## config.mk

```make
export PLATFORM = sky130hd
export DESIGN_NAME = mac_send
export DESIGN_NICKNAME = d
export VERILOG_FILES = /design/src/rtl/mac_send_pkg.sv /design/src/rtl/mac_send.sv
export SDC_FILE = /design/constraint.sdc
export NUM_CORES = 1
export LEC_CHECK = 0
export ABC_AREA = 1
export CORE_MARGIN = 2
export CORE_UTILIZATION = 30
export DETAILED_ROUTE_END_ITERATION = 12
export PLACE_DENSITY_LB_ADDON = 0.3
export SLEW_MARGIN = 20
export SYNTH_ARGS = -nofsm -noshare
export SYNTH_HDL_FRONTEND = slang
export SYNTH_SLANG_ARGS = --single-unit
```

## constraint.sdc

```tcl
create_clock -name clock -period 1.9 [get_ports clock]
set_input_delay 0.475 -clock clock [delete_from_list [all_inputs] [get_ports clock]]
set_output_delay 0.475 -clock clock [all_outputs]
set_load 0.03 [all_outputs]
```

## src/rtl/mac_send_pkg.sv

```systemverilog
// Shared Ethernet II constants and state encodings for the transmit header framer
// (the same encodings are used by the receive-side header parser).
package mac_send_pkg;

    localparam logic [15:0] ETH_TYPE_ARP = 16'h0806;
    localparam logic [15:0] ETH_TYPE_IP  = 16'h0800;
    localparam logic [47:0] ETH_BCAST    = 48'hFFFF_FFFF_FFFF;
    localparam logic [2:0]  MAC_HI_BYTE  = 3'd5;

    localparam logic [2:0] ST_IDLE     = 3'd0;
    localparam logic [2:0] ST_DST_ADDR = 3'd1;
    localparam logic [2:0] ST_SRC_ADDR = 3'd2;
    localparam logic [2:0] ST_PROTO    = 3'd3;
    localparam logic [2:0] ST_PAYLOAD  = 3'd4;
    localparam logic [2:0] ST_PAD      = 3'd5;
    localparam logic [2:0] ST_GAP      = 3'd6;

    // Byte idx of a MAC address, idx 5 being the first byte on the wire.
    function automatic logic [7:0] mac_byte(input logic [47:0] mac, input logic [2:0] idx);
        return mac[{idx, 3'b000} +: 8];
    endfunction

endpackage

```

## src/rtl/mac_send.sv

```systemverilog
// Ethernet II transmit framer: emits dst/src MAC and EtherType, passes the payload
// through with zero padding to the minimum size, then holds an inter-frame gap.
module mac_send
    import mac_send_pkg::*;
#(
    parameter int MIN_PAYLOAD = 46,
    parameter int IFG_CYCLES  = 12
) (
    input  logic        clock,
    input  logic        reset,
    input  logic [47:0] local_mac,
    input  logic        tx_request,
    input  logic        is_arp,
    input  logic        broadcast,
    input  logic [47:0] remote_mac,
    input  logic [7:0]  payload_data,
    input  logic        payload_valid,
    output logic        tx_ack,
    output logic        payload_rd,
    output logic        tx_enable,
    output logic [7:0]  tx_data,
    output logic        busy
);

    localparam logic [5:0] MIN_CNT  = 6'(MIN_PAYLOAD);
    localparam logic [3:0] GAP_LAST = 4'(IFG_CYCLES - 1);

    logic [2:0]  state_q, state_d;
    logic [2:0]  idx_q, idx_d;
    logic [5:0]  cnt_q, cnt_d;
    logic [3:0]  gap_q, gap_d;
    logic [47:0] dst_q, dst_d;
    logic        arp_q, arp_d;
    logic        ack_q, ack_d;
    logic        en_q, en_d;
    logic [7:0]  data_q, data_d;
    logic [15:0] type_s;

    assign type_s = arp_q ? ETH_TYPE_ARP : ETH_TYPE_IP;

    // Next-state and next-output-byte logic; outputs are registered one cycle later.
    always_comb begin
        state_d = state_q;
        idx_d   = idx_q;
        cnt_d   = cnt_q;
        gap_d   = gap_q;
        dst_d   = dst_q;
        arp_d   = arp_q;
        ack_d   = 1'b0;
        en_d    = 1'b0;
        data_d  = 8'h00;
        case (state_q)
            ST_IDLE: begin
                if (tx_request) begin
                    dst_d   = broadcast ? ETH_BCAST : remote_mac;
                    arp_d   = is_arp;
                    ack_d   = 1'b1;
                    en_d    = 1'b1;
                    data_d  = mac_byte(dst_d, MAC_HI_BYTE);
                    idx_d   = MAC_HI_BYTE - 3'd1;
                    cnt_d   = 6'd0;
                    state_d = ST_DST_ADDR;
                end else begin
                    state_d = ST_IDLE;
                end
            end
            ST_DST_ADDR: begin
                en_d   = 1'b1;
                data_d = mac_byte(dst_q, idx_q);
                if (idx_q == 3'd0) begin
                    idx_d   = MAC_HI_BYTE;
                    state_d = ST_SRC_ADDR;
                end else begin
                    idx_d = idx_q - 3'd1;
                end
            end
            ST_SRC_ADDR: begin
                en_d   = 1'b1;
                data_d = mac_byte(local_mac, idx_q);
                if (idx_q == 3'd0) begin
                    idx_d   = 3'd1;
                    state_d = ST_PROTO;
                end else begin
                    idx_d = idx_q - 3'd1;
                end
            end
            ST_PROTO: begin
                en_d = 1'b1;
                if (idx_q == 3'd1) begin
                    data_d = type_s[15:8];
                    idx_d  = 3'd0;
                end else begin
                    data_d  = type_s[7:0];
                    state_d = ST_PAYLOAD;
                end
            end
            ST_PAYLOAD: begin
                if (payload_valid) begin
                    en_d   = 1'b1;
                    data_d = payload_data;
                    if (cnt_q < MIN_CNT) begin
                        cnt_d = cnt_q + 6'd1;
                    end else begin
                        cnt_d = cnt_q;
                    end
                end else if (cnt_q < MIN_CNT) begin
                    // First pad byte goes out right away so tx_enable stays continuous.
                    en_d    = 1'b1;
                    cnt_d   = cnt_q + 6'd1;
                    gap_d   = 4'd0;
                    state_d = (cnt_q + 6'd1 == MIN_CNT) ? ST_GAP : ST_PAD;
                end else begin
                    // This cycle already shows tx_enable low next, so it counts toward the gap.
                    gap_d   = 4'd1;
                    state_d = ST_GAP;
                end
            end
            ST_PAD: begin
                en_d  = 1'b1;
                cnt_d = cnt_q + 6'd1;
                gap_d = 4'd0;
                if (cnt_q + 6'd1 == MIN_CNT) begin
                    state_d = ST_GAP;
                end else begin
                    state_d = ST_PAD;
                end
            end
            ST_GAP: begin
                if (gap_q >= GAP_LAST) begin
                    state_d = ST_IDLE;
                end else begin
                    gap_d = gap_q + 4'd1;
                end
            end
            default: begin
                state_d = ST_IDLE;
            end
        endcase
    end

    // State and registered-output update with synchronous reset.
    always_ff @(posedge clock) begin
        if (reset) begin
            state_q <= ST_IDLE;
            idx_q   <= 3'd0;
            cnt_q   <= 6'd0;
            gap_q   <= 4'd0;
            dst_q   <= 48'd0;
            arp_q   <= 1'b0;
            ack_q   <= 1'b0;
            en_q    <= 1'b0;
            data_q  <= 8'h00;
        end else begin
            state_q <= state_d;
            idx_q   <= idx_d;
            cnt_q   <= cnt_d;
            gap_q   <= gap_d;
            dst_q   <= dst_d;
            arp_q   <= arp_d;
            ack_q   <= ack_d;
            en_q    <= en_d;
            data_q  <= data_d;
        end
    end

    assign payload_rd = (state_q == ST_PAYLOAD) && payload_valid && !reset;
    assign tx_ack     = ack_q;
    assign tx_enable  = en_q;
    assign tx_data    = data_q;
    assign busy       = (state_q != ST_IDLE);

endmodule
```

==> Word-level counts from Yosys, hierarchy flattened <==
Cells that the tools add are included.
{ "word_totals": {"register_bits": 75, "latch_bits": 0, "ram_bits": 0, "rom_bits": 0, "n_memories": 0} }
{ "op_classes": {"addsub": 3, "mul": 0, "div_mod_pow": 0, "n_lt_le_gt_ge": 2, "eq_ne": 17, "shifts": 2, "muxes": 31, "bitwise": 1, "reduce_logical": 16} }
{ "op_table": {"columns": ["cell", "n"], "rows": [
  ["48-bit by 7-bit variable part select with 8-bit output", 2],
  ["48-bit two-way mux", 1],
  ["8-bit one-hot mux with 5 select lines", 1],
  ["3-bit two-way mux", 10],
  ["3-bit one-hot mux with 7 select lines", 1],
  ["2-bit != test, second input constant", 9],
  ["6-bit one-hot mux with 3 select lines", 1],
  ["8-bit two-way mux", 2],
  ["4-bit two-way mux", 3],
  ["6-bit two-way mux", 2],
  ["3-bit one-hot mux with 4 select lines", 1],
  ["4-bit one-hot mux with 3 select lines", 1],
  ["3-bit == test, second input constant", 3],
  ["3-bit AND reduction", 3],
  ["3-bit nonzero test", 3],
  ["6-bit by 1-bit adder with 6-bit output, second input constant", 1],
  ["3-bit by 1-bit == test with 1-bit output, second input constant", 2],
  ["3-bit by 2-bit == test with 1-bit output, second input constant", 2],
  ["6-bit == test, second input constant", 1],
  ["3-bit zero test", 2],
  ["6-bit less-than comparator, second input constant", 1],
  ["1-bit two-way mux", 5],
  ["5-bit AND reduction", 1],
  ["4-bit by 1-bit adder with 4-bit output, second input constant", 1],
  ["other kinds (11)", 13]
]} }

==> Depth between registers and ports, before layout <==
{ "logic_depth": {"ltp_word": 6, "depth_mapped": 12, "mapped_depth_nobuf": 12} }

==> Worst setup path after synthesis <==
No wires, ideal clock.
{ "synth_path": {"kind": "reg2out", "start": "register state_q[0]", "end": "output port payload_rd", "arrival_ps": 1257, "t_required_ps": 1425, "path_slack_ps": 168, "stages_incl_launch_ff": 6, "path_cell_list": "dfxtp_1 > inv_2 > nand2_2 > nor2_4 > nand2_2 > nor2_1"} }
{ "synth_via": {"elab_chain_len": 3} }
{ "synth_lines": {"columns": ["element", "line", "text"], "rows": [
  ["start: declaration", "mac_send.sv:28", "logic [2:0] state_q, state_d;"],
  ["start signal: assignment", "mac_send.sv:154", "state_q <= state_d;"],
  ["3-bit == test", "mac_send.sv:166", "assign payload_rd = (state_q == ST_PAYLOAD) && payload_valid && !reset;"],
  ["1-bit logical AND (2 in a row)", "mac_send.sv:166", null],
  ["end: declaration", "mac_send.sv:19", "output logic payload_rd,"]
]} }
No other way between the ends.

==> Worst setup path in the final report <==
{ "layout_path": {"start": "input port reset", "end": "output port payload_rd"} }
{ "layout_via": {"elab_chain_len": 2} }
{ "layout_lines": {"columns": ["element", "line", "text"], "rows": [
  ["start: declaration", "mac_send.sv:10", "input logic reset,"],
  ["1-bit zero test", "mac_send.sv:166", null],
  ["1-bit logical AND", "mac_send.sv:166", null]
]} }
No other way between the ends.

==> results.py <==
metrics = {
    "outcome": {
        "status": "complete, no violations",
    },
    "grt": {
        "grt_util_met3_pct": 3.22,
        "busiest_layer": "met2",
        "track_usage_pct": 17.8,
        "grt_use_met2_pct": 28.3,
        "grt_pass1_vias": 4534,
        "grt.overflow.total": 0,
        "grt_max_degree": 55,
        "antenna_found_initial": 0,
        "grt_pass1_wl_um": 22700,
        "use_met1_pct": 24.3,
    },
    "clock_tree": {
        "path_clk_slew_ps": 60,
        "numCtsBuffers": 9,
        "cts.sinks": 75,
        "h-tree-depth": 3,
        "worstSkewPairLatency_ps": 340,
        "cts.path.max_buffers": 2,
        "cts_tree": "built",
        "cts.root.buffer_cell": "clkbuf_16",
    },
    "routing": {
        "drtIter0Drc": 310,
        "via_count": 4657,
        "vias_per_cell": 4.70,
        "wl_per_cell_um": 13.6,
        "drc_errors": 0,
        "drt_first_pass_iters": 5,
        "ant_nets": 0,
        "wirelength_um": 13500,
    },
    "synthesis": {
        "yosysMostFrequentCell": "nand2_1",
        "synth_area_leaders": "dfxtp_1 (34%), nand2_1 (17%), nand3_1 (7.8%), inv_1 (6.3%), nor3_1 (4.9%)",
        "synth_flop_cell": "dfxtp_1",
        "yosysUniqueCellTypes": 32,
        "async_flop_share_pct": 0,
        "yosysTopAreaCellShare_pct": 34.5,
        "synth-edff-count": 0,
        "syn_nets": 799,
        "yosys_warnings": 0,
        "synthCells": 684,
        "syn_area_per_cell_um2": 6.36,
        "synth_top_cell_by_area": "dfxtp_1",
        "seq_area_frac_synth_pct": 34.5,
        "synth-seq-cells": 75,
        "netlist_area_um2": 4350,
        "netlist_top_cells_count": "nand2_1 (192), dfxtp_1 (75), inv_1 (73)",
    },
    "floorplan": {
        "core-area_um2": 14400,
        "die-area_um2": 15500,
        "io_pins": 122,
        "die_y_um": 124,
        "std_cell_rows": 44,
        "floorplan.initialDensity_pct": 30.3,
        "fp.dieW_um": 124,
    },
    "sta": {
        "hold_ws_ps": 468,
        "worst_slew_pin_slew_ps": 445,
        "fmaxAchievable_ghz": 0.546,
        "hold_viol_final": 0,
        "setup_violations": 0,
        "slew-limit-headroom_pct": 70.2,
        "fin_skew_ps": 9.30,
        "rsz0062_at_grt": "false",
        "period_share_pct": 96.4,
        "finalMaxSlewViolations": 0,
        "fin_crit_ps": 1830,
        "tns_ps": 0,
    },
    "cells_and_area": {
        "syn_to_final_growth_pct": 42.5,
        "drive_gt1_share_pct": 10.0,
        "antenna_cells": 0,
        "nets": 917,
        "nFillCells": 1480,
    },
    "power_and_ir_drop": {
        "pwr-share-comb_pct": 51.6,
        "intPower_uw": 4850,
        "switching_power_uw": 3540,
        "pwr-share-clk_pct": 20.2,
        "ir_worst_vdd_mv": 0.547,
        "pwr-share-seq_pct": 28.2,
        "p_sw_share_pct": 42.2,
        "leakage_uw": 0.00266,
        "cellPowerDensity_nw_per_um2": 1350,
    },
    "worst_setup_path": {
        "crit_chain": "clkdlybuf4s50_1 -> buf_12 -> nor2_2 -> buf_4",
        "cp.required_ps": 1420,
        "critical_path_class": "in2out",
        "cpMaxStageDelayCell": "clkdlybuf4s50_1",
        "critPathMaxFanout": 3,
        "crit_path_max_incr_delay_ps": 470,
        "start_kind": "primary input",
        "cp-end-kind": "output port",
        "r2r-start": "state_q[2]",
        "startpoint": "reset",
        "worstPathArrival_ps": 1360,
    },
    "placement": {
        "globalplace.congestion": 0.831,
        "post-dp-hpwl_um": 10100,
        "io_buffers": 121,
    },
    "worst_hold_path": {
        "hold_start": "dst_q[14]",
        "min_path_type": "reg2reg",
    },
    "job": {
        "cap_violations": 0,
    },
}
## per-layer routing
| layer | wire (µm) | vias up | part of all wire, % |
|---|---|---|---|
| met5 | 0 | - | 0 |
| met4 | 286 | 0 | 2.1 |
| met3 | 606 | 20 | 4.5 |
| met2 | 6090 | 154 | 45 |
| met1 | 6490 | 2036 | 48 |
| li1 | - | 2447 | - |
## critical path, delay by kind of cell
family | cells | cell delay, ps
buffers and inverters | 3 | 800
AND/OR/NAND/NOR | 1 | 90
## kinds of logic after synthesis
logic type	after synthesis	share of synthesized area, %
AND/OR/NAND/NOR	372	36.9
flip-flops	75	34.5
adder cells (fa/ha/maj)	5	1.44
AO/OA/AOI/OAI	107	15.2
buffers and inverters	125	12.0
## flip-flops by register name, summed over array words and instances (netlist names)
signal and flops:
dst_q 48, tx_data 8, cnt_q 6, gap_q 4, idx_q 3, state_q 3
arp_q 1, tx_ack 1, tx_enable 1
## final timing paths
| path | slack (ps) | to | cells after the start |
|---|---|---|---|
| hold / removal | 470 | dst_q[14] | 2 |
| setup / recovery | 70 | payload_rd | 4 |
| hold reg to reg | 470 | dst_q[14] | 2 |
| setup reg to reg | 230 | tx_data[4] | 11 |
## cell type report
class / count / area (µm²) / share of cell area [%]
multi-input cells: 484 / 2340 / 37.8
repair buffers: 151 / 1530 / 24.7
flip-flops and latches: 75 / 1510 / 24.3
inverters: 81 / 309 / 4.98
well taps: 184 / 230 / 3.71
clock buffers: 10 / 229 / 3.69
clock inverters: 5 / 55.1 / 0.887
## power groups by stage
stage	Combinational [µW]	Clock [µW]	Sequential, µW
after floorplan	2730	0	2490
after global routing	4880	1780	2420
after detailed placement	4270	0	2380
after CTS	4300	1730	2360
final	4330	1700	2360
after global placement	4250	0	2380
## repair_timing
| item | CTS | global route |
|---|---|---|
| setup endpoints to repair | 1 | 3 |
| hold buffers | 0 | 0 |
| cloned | 0 | 0 |
| pin swaps | 1 | 0 |
| resized for setup | 2 | 6 |
| buffers inserted | 1 | 1 |
## through the flow
stage,cells,instance area [µm²],total power [µW],utilization [%],setup slack (ps)
final,990,6200,8390,43.2,69.0
after global routing,990,6200,9090,43.2,28.6
after floorplan,684,4350,5220,-,168
after global placement,973,5880,6630,40.9,83.2
after CTS,989,6170,8390,43.0,14.0
after detailed placement,973,5880,6650,40.9,58.1
## placed cells by master, fill, tap and decap left out, types with 6 or more instances in the layout
cell type,count
dfxtp_1,74
nand4_1,9
inv_1,73
a211oi_2,10
nor2_1,47
nor3_1,43
inv_2,6
buf_12,8
a21oi_1,35
nand2_1,191
nand3_1,68
clkdlybuf4s50_1,118
o21ai_1,20
buf_4,23
o21ai_0,28
clkbuf_16,9
Note: power is estimated with default switching activity, not from simulation.
==> patch: new RTL, config.mk and constraints unchanged <==
Set the parameter `MIN_PAYLOAD` to 34 (it was 46).
--- a/src/rtl/mac_send.sv
+++ b/src/rtl/mac_send.sv
@@ -3,7 +3,7 @@
 module mac_send
     import mac_send_pkg::*;
 #(
-    parameter int MIN_PAYLOAD = 46,
+    parameter int MIN_PAYLOAD = 34,
     parameter int IFG_CYCLES  = 12
 ) (
     input  logic        clock,
Check against the original RTL: no difference found for any inputs over 10 cycles, from zero or initial values and one cycle with reset high; that may be too few to reach the edited logic, so the function may still have changed.
==> patch against the unedited design <==
Synthesized area is 0.92% lower; cell area is 0.69% lower; total power is 1.2% higher; worst setup slack better by 0.0049 ns; first-iteration DRC count is 24% lower; via count is 0.92% lower; sequential share of layout area is 0.19 points higher; sequential cell count stayed put; clock power is 4% higher; routed wire length is 0.30% higher; global-route usage is 0.53 points higher.
==> patch: results (changes against the unedited design) <==
{| class="wikitable"
! Metric !! Value
|-
| Average via count per standard cell || 4.71 (was 4.70)
|-
| Startpoint of the lowest-slack hold path || arp_q$_SDFFE_PP0P_ (was dst_q[14]$_SDFFE_PP0P_)
|-
| Global-route usage over all layers || 0.183 (was 0.178)
|-
| Reg-to-reg startpoint || idx_q[0]$_SDFFE_PP0P_ (was state_q[2]$_SDFFE_PP0P_)
|-
| Post-layout instance count excluding filler cells || 980 (was 990)
|-
| Worst voltage drop across the vdd grid || 0.614 mV (was 0.547 mV)
|-
| Worst slack at placement || 0.0730 ns (was 0.0581 ns)
|-
| Highest fanout seen on the critical path || 1 (was 3)
|-
| Biggest cell delay along the critical path || 0.68 ns (was 0.47 ns)
|-
| Commonest cells in the netlist || nand2_1, dfxtp_1, inv_1, nand3_1, nor2_1 (unchanged)
|-
| Seq/Total Area, Yosys || 0.348 (was 0.345)
|-
| Leakage component of the power || 2.70 nW (was 2.66 nW)
|-
| Detailed Route Iter0 Violations || 236 (was 310)
|-
| Capture endpoint of the worst hold path || arp_q$_SDFFE_PP0P_ (was dst_q[14]$_SDFFE_PP0P_)
|-
| Crit. Startpoint || tx_data[2]$_SDFF_PP0_ (was reset)
|-
| Cells on worst reg2reg path || 8 (was 11)
|-
| Synthesized netlist cell count || 678 (was 684)
|-
| Layout cells sized above 1 || 0.0900 (was 0.100)
|-
| Post-synth net total || 793 (was 799)
|-
| Inst Count DP || 964 (was 973)
|-
| Status || finished, final reports clean (unchanged)
|-
| Half-perimeter wire length of the detailed placement result || 10000 um (was 10100 um)
|-
| Worst slew margin || 0.760 (was 0.702)
|-
| Post-synth cell types || 34 (was 32)
|-
| WL/cell || 13.8 um (was 13.6 um)
|-
| Largest cells by area after synthesis || dfxtp_1, nand2_1, nand3_1, inv_1, nor2_1 (was dfxtp_1, nand2_1, nand3_1, inv_1, nor3_1)
|-
| Global-route wire length before repair || 21900 um (was 22700 um)
|-
| Net total in the final layout || 910 (was 917)
|-
| Worst reg2reg setup slack || 0.30 ns (was 0.23 ns)
|-
| Final worst hold slack || 0.459 ns (was 0.468 ns)
|-
| Via count of the first global-routing pass || 4581 (was 4534)
|-
| Pin count of the biggest net entering global routing || 36 (was 55)
|-
| Gpl congestion || 0.839 (was 0.831)
|-
| Critical R2R Capture || state_q[2]$_SDFFE_PP0P_ (was tx_data[4]$_SDFF_PP0_)
|-
| Clock skew || 0.00781 ns (was 0.00930 ns)
|}
[patch: report_power, final]
part,internal [mW],total [mW],switching [mW]
Combinational,1.75,4.35,2.59
Clock,1.09,1.77,0.679
Sequential,2.11,2.38,0.274
[patch: final cells by class]
| type | instances | area (sq um) |
|---|---|---|
| tap | 180 | 225 |
| sequential | 75 | 1510 |
| timing repair buffer | 149 | 1520 |
| fill | 1498 | 7830 |
| inverter | 79 | 297 |
| clock inverter | 5 | 61.3 |
| clock buffer | 11 | 253 |
| multi-input combinational | 481 | 2290 |
[patch: routing by layer]
metal,wire length (um),track usage,up-vias
met3,798,0.0307,18
li1,-,-,2423
met5,0,0,-
met4,242,0.0569,0
met1,6520,0.247,2038
met2,5960,0.300,135
[patch: per-stage QoR]
step | cell area, sq um | power (mW)
global placement | 5830 | 6.71
finish | 6160 | 8.50
global route | 6160 | 9.23
floorplan | 4310 | 5.23
detailed placement | 5830 | 6.74
CTS | 6150 | 8.55
[patch: worst max-delay path by stage]
stage	end	slack [ns]
final	tx_data[2]	0.07
after detailed placement	dst_q[27]$_SDFFE_PP0P_	0.07
after global routing	payload_rd	0.02
after global placement	payload_rd	0.07
after CTS	payload_rd	0.01
after floorplan	payload_rd	0.17
[patch: logic make-up after synthesis]
group,share of synthesized area
AO/OA/AOI/OAI,0.138
XOR/XNOR,0.00406
adder cells (fa/ha/maj),0.0145
buffers and inverters,0.123
flip-flops,0.348
AND/OR/NAND/NOR,0.372
[patch: repair_timing]
item	CTS	global route
pin swaps	0	0
cloned	0	0
setup endpoints to repair	1	1
setup buffers	0	0
gates resized for setup	4	4
[patch: worst reg2reg max path, delay by kind of cell, from the launching register on]
kind                   cells  cell delay, ns
AO/OA/AOI/OAI              1            0.14
buffers and inverters      3            0.39
flip-flops                 1            0.41
AND/OR/NAND/NOR            4            0.55
